[config.mk]
export PLATFORM = sky130hd
export DESIGN_NAME = inoc_rr_arbiter
export DESIGN_NICKNAME = d
export VERILOG_FILES = /design/src/rtl/inoc_rr_arbiter.sv
export SDC_FILE = /design/constraint.sdc
export NUM_CORES = 1
export LEC_CHECK = 0
export ABC_CLOCK_PERIOD_IN_PS = 2800
export CAP_MARGIN = 25
export CORE_MARGIN = 2
export CORE_UTILIZATION = 25
export DETAILED_ROUTE_END_ITERATION = 16
export PLACE_DENSITY = 0.87
export SETUP_SLACK_MARGIN = 0.02
export SLEW_MARGIN = 20
export SYNTH_ARGS = -nofsm -noshare
export SYNTH_HDL_FRONTEND = slang
export SYNTH_SLANG_ARGS = --single-unit
[constraint.sdc]
create_clock -name clk -period 2.8 [get_ports clk]
set_clock_uncertainty 0.1 [all_clocks]
set_input_delay 0.42 -clock clk [delete_from_list [all_inputs] [get_ports clk]]
set_output_delay 0.42 -clock clk [all_outputs]
set_load 0.005 [all_outputs]
[src/rtl/inoc_rr_arbiter.sv]
// -----------------------------------------------------------------------------
// inoc_rr_arbiter
// Packet-locked round-robin arbiter. NUM_REQ valid/ready requesters share one
// downstream valid/ready port. A requester is granted for a whole packet, and
// the grant is held until its last beat is accepted. Every output beat is
// tagged with the source index. The priority pointer moves one past the
// requester that has just finished, so no requester can starve.
//
// The data path is a pure combinational mux. Payload is never registered.
// The only combinational path from out_ready_in goes to req_ready_out.
// -----------------------------------------------------------------------------
module inoc_rr_arbiter #(
  parameter  int NUM_REQ = 4,
  parameter  int DATA_W  = 32,
  localparam int IDX_W   = (NUM_REQ > 1) ? $clog2(NUM_REQ) : 1
) (
  input  logic                      clk,
  input  logic                      rst_n,
  input  logic [NUM_REQ-1:0]        req_valid_in,
  input  logic [NUM_REQ*DATA_W-1:0] req_data_in,
  input  logic [NUM_REQ-1:0]        req_last_in,
  output logic [NUM_REQ-1:0]        req_ready_out,
  output logic                      out_valid,
  output logic [DATA_W-1:0]         out_data,
  output logic                      out_last,
  output logic [IDX_W-1:0]          out_src_id,
  input  logic                      out_ready_in,
  output logic                      busy
);

  typedef enum logic {
    ARB  = 1'b0,   // searching for the next requester; no beat moves
    LOCK = 1'b1    // grant held until the granted packet's last beat leaves
  } state_t;

  state_t           state, state_next;
  logic [IDX_W-1:0] grant_idx, grant_next;
  logic [IDX_W-1:0] rr_ptr, rr_next;
  logic [IDX_W-1:0] winner;
  logic [IDX_W-1:0] ptr_inc;
  logic [IDX_W-1:0] cand;
  int               sum;
  logic             any_valid;
  logic             grant_valid;
  logic             grant_last;
  logic [DATA_W-1:0] grant_data;
  logic             xfer;

  // Signals of the currently granted requester, selected by grant_idx.
  assign grant_valid = req_valid_in[grant_idx];
  assign grant_last  = req_last_in[grant_idx];
  assign grant_data  = req_data_in[int'(grant_idx)*DATA_W +: DATA_W];

  // A beat moves only while the lock is held and both sides handshake.
  assign xfer = (state == LOCK) && grant_valid && out_ready_in;

  // Pointer advance after a completed packet. The wrap is explicit so that a
  // NUM_REQ that is not a power of two never yields an out-of-range index.
  assign ptr_inc = (grant_idx == IDX_W'(NUM_REQ - 1)) ? '0 : grant_idx + IDX_W'(1);

  // Rotating priority search: the first valid requester at or after rr_ptr wins.
  always_comb begin
    // NOTE: every variable written here gets a default first. A path that
    // leaves one unassigned would infer a latch.
    any_valid = 1'b0;
    winner    = '0;
    sum       = 0;
    cand      = '0;
    for (int k = 0; k < NUM_REQ; k++) begin
      sum = int'(rr_ptr) + k;
      if (sum >= NUM_REQ) sum = sum - NUM_REQ;
      cand = IDX_W'(sum);
      if (!any_valid && req_valid_in[cand]) begin
        any_valid = 1'b1;
        winner    = cand;
      end
    end
  end

  // State register plus the grant and priority pointer (synchronous reset).
  always_ff @(posedge clk) begin
    // NOTE: sequential state uses non-blocking assignments only. All
    // registers here are read in the same cycle, so ordering must not matter.
    if (!rst_n) begin
      state     <= ARB;
      grant_idx <= '0;
      rr_ptr    <= '0;
    end else begin
      state     <= state_next;
      grant_idx <= grant_next;
      rr_ptr    <= rr_next;
    end
  end

  // Next-state logic: take a grant in ARB, release it on the last accepted beat.
  always_comb begin
    state_next = state;
    grant_next = grant_idx;
    rr_next    = rr_ptr;
    case (state)
      ARB: begin
        if (any_valid) begin
          grant_next = winner;
          state_next = LOCK;
        end
      end
      LOCK: begin
        // A mid-packet valid drop simply leaves xfer low, so the lock is kept.
        if (xfer && grant_last) begin
          state_next = ARB;
          rr_next    = ptr_inc;
        end
      end
      default: state_next = ARB;
    endcase
  end

  // Output logic: the granted requester is connected straight through while locked.
  always_comb begin
    out_valid     = 1'b0;
    out_last      = 1'b0;
    busy          = 1'b0;
    req_ready_out = '0;
    out_data      = grant_data;
    out_src_id    = grant_idx;
    if (state == LOCK) begin
      out_valid                = grant_valid;
      out_last                 = grant_last;
      busy                     = 1'b1;
      req_ready_out[grant_idx] = out_ready_in;
    end
  end

endmodule

==> flow_summary_export.csv, run 1 <==
group,metric,value,unit
outcome,status,"finished clean",
worst_hold_path,min_to,"rr_ptr[0]",
worst_setup_path,path_common_cell,"clkdlybuf4s50_1",
cts,cts_buffers,3,
synthesis,synth_cell_types,29,
cells_and_area,final_area,3090,um2
detailed_routing,postRouteAntennaNets,0,
detailed_routing,wl_per_cell,18.6,um
floorplan,num_rows,25,
cells_and_area,fillCellCount,349,
timing,whs,0.414,ns
worst_setup_path,r2r_start,"out_src_id[0]",
pwr,p_total,0.000718,W
synthesis,synthArstFlopShare,0,%
global_route,track_usage,20.4,%
worst_setup_path,cp_slowest_cell,"mux4_2",
cts,cts_tree,"yes",
worst_setup_path,required,2.28,ns
global_route,grt_pass1_wl,8.30,mm
placed_design,gp_congestion,0.737,
global_route,antenna_found_initial,0,
floorplan,die_x,72.8,um
floorplan,die_area,5300,um2
placed_design,placement.io_buffers,179,
worst_hold_path,whs_path_depth,2,
cells_and_area,diodes,0,
timing,grt_setup_unrepaired,"false",
cts,cts.sink_count,5,
worst_setup_path,ff2ff_setup_slack,1.12,ns
cells_and_area,multiInputGateArea,1020,um2
run,maxCapViolations,0,
cts,postCtsSetupBuffers,0,
synthesis,synth-main-ff-cell,"dfxtp_1",
cells_and_area,syn2layout_area_growth,161,%
global_route,grt_max_degree,26,
pwr,power_density,232,nW/um2
placed_design,dp_hpwl,5.20,mm
cts,hold_buffers,0,
floorplan,core-area,4630,um2
detailed_routing,num_vias,1610,
timing,setup_viol,0,
global_route,grt_pass1_vias,1603,
synthesis,ys_seq_area_share,8.46,%
pwr,p_leak,1.09,nW
placed_design,placed_area,3040,um2
cts,cts_max_path_buffers,2,
synthesis,synth_area_leaders,"mux4_2 61%, dfxtp_1 8.5%, mux4_1 4.4%, ha_1 4.2%, and3_1 2.1%",
detailed_routing,drt_first_pass_iters,4,
timing,maxSlewViolCount,0,
worst_hold_path,hold_class,"register to register",
synthesis,synthCells,86,
synthesis,synth_top_area_share,60.9,%
worst_setup_path,critPathTopFamily,"buffers and inverters",
timing,clock.fmax,386,MHz
synthesis,yosysTopAreaCell,"mux4_2",
timing,tns,0,ns
synthesis,synth-edff-count,0,
detailed_routing,drt_iter0_markers,28,
worst_hold_path,min_from,"rr_ptr[0]",
synthesis,synth_common_cells,"32 x mux4_2, 5 x dfxtp_1, 4 x and3_1, 4 x buf_2, 4 x ha_1",
worst_setup_path,reg2reg_depth,5,
worst_setup_path,crit_buf_inv,2,
worst_setup_path,cpPeakStageDelay,0.54,ns
worst_setup_path,crit_type,"input pin to output port",
timing,relSlewSlack,65.9,%
cts,cts_htree_levels,1,
synthesis,synth_area,1180,um2
detailed_routing,drc,0,
cells_and_area,regArea,101,um2
cts,cts-resized-gates,0,
timing,finalCritPeriodShare,92.5,%
detailed_routing,viasPerCell,5.05,
placed_design,place_inst,315,
worst_setup_path,worstPathMaxFanout,6,
synthesis,synth_warnings,0,
cts,cts-root-buf,"clkbuf_8",
worst_setup_path,cp.depth,4,
worst_setup_path,worstPathCellList,"clkdlybuf4s50_1 > mux4_2 > and2_1 > clkdlybuf4s50_1",
worst_setup_path,crit_arrival,2.07,ns
cells_and_area,instances_no_fill,319,
floorplan,ios,180,
worst_setup_path,worst_setup_path_start_kind,"input pin",
pwr,ir_drop,243,uV
synthesis,synth_seq_cells,5,
cts,clkLatencyLatePin,0.23,ns
worst_setup_path,critical_path.endpoint_type,"output port",
floorplan,die_h,72.8,um
global_route,gr-total-overflow,0,
synthesis,synth_most_common_cell,"mux4_2",
detailed_routing,wirelength,5.92,mm
cts,path_clk_slew,0.03,ns
timing,worst_slew_pin_slew,0.507,ns
synthesis,synth.avg_cell_area,13.8,um2
synthesis,syn_nets,229,
floorplan,initial_utilization,25.6,%
cells_and_area,drive_gt1_share,15.8,%
timing,finalHoldViolCount,0,
cells_and_area,nNetsFinal,409,
timing,fin_crit,2.59,ns
worst_setup_path,rr_endpoint,"rr_ptr[1]",
[worst max path at each step]
stage,endpoint,start
6_report,out_valid,req_valid_in[0]
5_1_grt,out_valid,req_valid_in[0]
4_1_cts,out_valid,req_valid_in[0]
3_5_place_dp,out_valid,req_valid_in[0]
3_3_place_gp,out_valid,req_valid_in[0]
2_1_floorplan,out_data[0],out_src_id[0]
[area by class of cell]
type | count | share of cell area (%)
Clock buffer | 4 | 1.46
Inverter | 3 | 0.365
Multi-Input combinational cell | 69 | 33.1
Sequential cell | 5 | 3.28
Tap cell | 54 | 2.19
Timing Repair Buffer | 184 | 59.6
[cells in the final DEF (no fill, tap or decap), drive strengths merged]
master / instances
dfxtp: 5
o21ai: 4
mux4: 34
ha: 4
nand3: 2
buf: 5
a21boi: 2
o211a: 1
nor2: 2
and2: 2
clkbuf: 4
nor4: 1
nand2b: 2
nand4: 1
a21oi: 2
o2111ai: 1
nand3b: 1
and3: 4
o21a: 1
mux2i: 1
inv: 3
clkdlybuf4s50: 179
nand2: 2
a21o: 1
o221ai: 1
[logic make-up after synthesis]
kind of cell	share of synthesized area (%)
AO/OA/AOI/OAI	7.40
adder cells (fa/ha/maj)	4.23
buffers and inverters	5.18
flip-flops	8.46
multiplexers	66.2
AND/OR/NAND/NOR	8.56
[registers in the layout, summed over array words and instances (netlist names)]
signal,flops
state,1
out_src_id,2
rr_ptr,2
[metal layers]
metal,GRT usage [%],up-vias,part of all wire (%)
met5,0,-,0
met1,24.3,767,38
met3,4.28,6,8.8
li1,-,740,-
met4,4.94,0,1.5
met2,37.2,97,52
[tightest hold or removal path: stages, from the launching register on]
cell,delay (ns)
dfxtp_1,0.34
nand3_1,0.07
o21ai_1,0.05
[report_power, final]
part	internal [W]	switching, W	total, W
clock	0.0000982	0.0000405	0.000139
sequential	0.0000763	0.00000945	0.0000858
combinational	0.000371	0.000122	0.000493
total	0.000546	0.000172	0.000718
[per-stage QoR]
step	utilization (%)	setup WS (ns)
after floorplan	-	0.893
after global placement	65.8	0.236
after detailed placement	65.8	0.196
after CTS	66.7	0.199
after global routing	66.7	0.160
final	66.7	0.210
Power figures use the tool's default switching activity.
==> inputs of run 2 (changes only) <==
Settings changed: ABC_CLOCK_PERIOD_IN_PS 2800 to 2400, CORE_UTILIZATION 25 to 23, PLACE_DENSITY 0.87 to 0.81.
Clock period 2.8 ns to 2.4 ns, I/O delays scaled along.
==> run 2 against run 1 <==
Net effect: total power up 20%; sequential share of layout area about the same; clock power up 14%; sequential power up 20%; die area up 8.2%; worst setup slack worse by 0.13 ns; cell area up 3.5%; critical path depth unchanged; routed wire length up 8.3%; first-iteration DRC count up 29%; clock-buffer cell count unchanged; critical path type unchanged; critical endpoint is now out_last; largest cell class unchanged; largest power group unchanged.
==> flow_summary_export.csv, run 2 (same netlist as run 1, synthesis figures left out) <==
group,metric,value,unit
outcome,status,"finished clean",
cells_and_area,diodes,0,
timing,maxSlewViolCount,0,
floorplan,die_h,75.7,um
cells_and_area,fillCellCount,422,
floorplan,die_x,75.7,um
worst_setup_path,crit_type,"input pin to output port",
detailed_routing,viasPerCell,4.77,
cells_and_area,multiInputGateArea,1020,um2
worst_setup_path,path_common_cell,"clkdlybuf4s50_1",
floorplan,die_area,5740,um2
timing,relSlewSlack,68.5,%
detailed_routing,num_vias,1635,
cells_and_area,syn2layout_area_growth,170,%
detailed_routing,drt_iter0_markers,36,
cts,cts_buffers,3,
detailed_routing,wl_per_cell,18.7,um
detailed_routing,wirelength,6.42,mm
cells_and_area,regArea,105,um2
global_route,antenna_found_initial,0,
worst_setup_path,cp_slowest_cell,"mux4_2",
timing,setup_viol,0,
placed_design,placed_area,3110,um2
timing,grt_setup_unrepaired,"false",
detailed_routing,drc,0,
floorplan,core-area,5040,um2
worst_setup_path,worstPathMaxFanout,2,
cts,cts_max_path_buffers,2,
worst_setup_path,critical_path.endpoint_type,"output port",
cells_and_area,drive_gt1_share,18.7,%
floorplan,ios,180,
detailed_routing,drt_first_pass_iters,4,
global_route,grt_pass1_vias,1632,
cells_and_area,final_area,3200,um2
timing,finalCritPeriodShare,96.5,%
worst_setup_path,crit_arrival,1.86,ns
worst_setup_path,cpPeakStageDelay,0.49,ns
worst_setup_path,worstPathCellList,"clkdlybuf4s50_1 > mux4_2 > and2_1 > clkdlybuf4s50_1",
timing,finalHoldViolCount,0,
global_route,grt_max_degree,21,
run,maxCapViolations,0,
floorplan,num_rows,26,
floorplan,initial_utilization,23.5,%
worst_hold_path,hold_class,"register to register",
timing,whs,0.410,ns
cells_and_area,final_cell_mix,"178 x clkdlybuf4s50_1, 32 x mux4_2, 10 x buf_4",
placed_design,place_inst,337,
cts,cts_tree,"yes",
timing,tns,0,ns
pwr,power_density,268,nW/um2
cts,cts-root-buf,"clkbuf_8",
pwr,p_total,0.000858,W
cts,cts_htree_levels,1,
timing,clock.fmax,432,MHz
global_route,gr-total-overflow,0,
timing,worst_slew_pin_slew,0.468,ns
pwr,p_leak,1.14,nW
cts,clkLatencyLatePin,0.22,ns
placed_design,placement.io_buffers,179,
placed_design,dp_hpwl,5.57,mm
cells_and_area,nNetsFinal,417,
cells_and_area,layout_commonest_cell,"clkdlybuf4s50_1",
cts,cts.sink_count,5,
worst_setup_path,required,1.94,ns
worst_setup_path,worst_setup_path_start_kind,"input pin",
cells_and_area,instances_no_fill,343,
timing,fin_crit,2.32,ns
global_route,grt_pass1_wl,8.49,mm
cts,path_clk_slew,0.04,ns
global_route,track_usage,20.2,%
detailed_routing,postRouteAntennaNets,0,
pwr,ir_drop,402,uV
placed_design,gp_congestion,0.776,
[run 2: path summary, 6_finish.rpt]
path / start / to / slack, ns / cells past startpoint
min: rr_ptr[0] / rr_ptr[0] / 0.41 / 2
max: req_last_in[3] / out_last / 0.08 / 4
max reg2reg: out_src_id[0] / rr_ptr[1] / 0.81 / 5
min reg2reg: rr_ptr[0] / rr_ptr[0] / 0.41 / 2
[run 2: through the flow]
stage	setup WS (ns)	utilization (%)
detailed placement	0.0173	61.7
floorplan	0.553	-
global route	0.0246	63.4
global placement	0.0240	61.7
CTS	0.0135	62.7
finish	0.0843	63.4
[run 2: metal layers]
metal,track usage (%),vias to the layer above,share of wire [%]
li1,-,756,-
met1,23.6,779,35
met2,36.6,89,53
met3,4.89,11,10
met4,5.65,0,1.7
met5,0,-,0
[run 2: layout make-up]
cell class | instances | share of cell area [%]
Clock buffer | 4 | 1.41
Inverter | 3 | 0.352
Timing Repair Buffer | 192 | 60.2
Multi-Input combinational cell | 69 | 32.0
Tap cell | 70 | 2.74
Sequential cell | 5 | 3.29
[run 2: report_power, final]
part	internal (W)	switching, W	total, W
combinational	0.000449	0.000149	0.000597
clock	0.000114	0.0000435	0.000158
sequential	0.0000890	0.0000138	0.000103
[run 2: critical path: cells and delay by family]
family | cells | cell delay (ns)
buffers and inverters | 2 | 0.84
muxes | 1 | 0.49
and+or+nand+nor | 1 | 0.17
[run 2: what timing repair did]
| action | 4_1_cts | 5_1_grt |
|---|---|---|
| gates resized for setup | 3 | 1 |
| cloned | 0 | 1 |
| hold buffers | 0 | 0 |
| pin swaps | 0 | 0 |
| setup endpoints to repair | 19 | 8 |
| setup buffers | 0 | 1 |
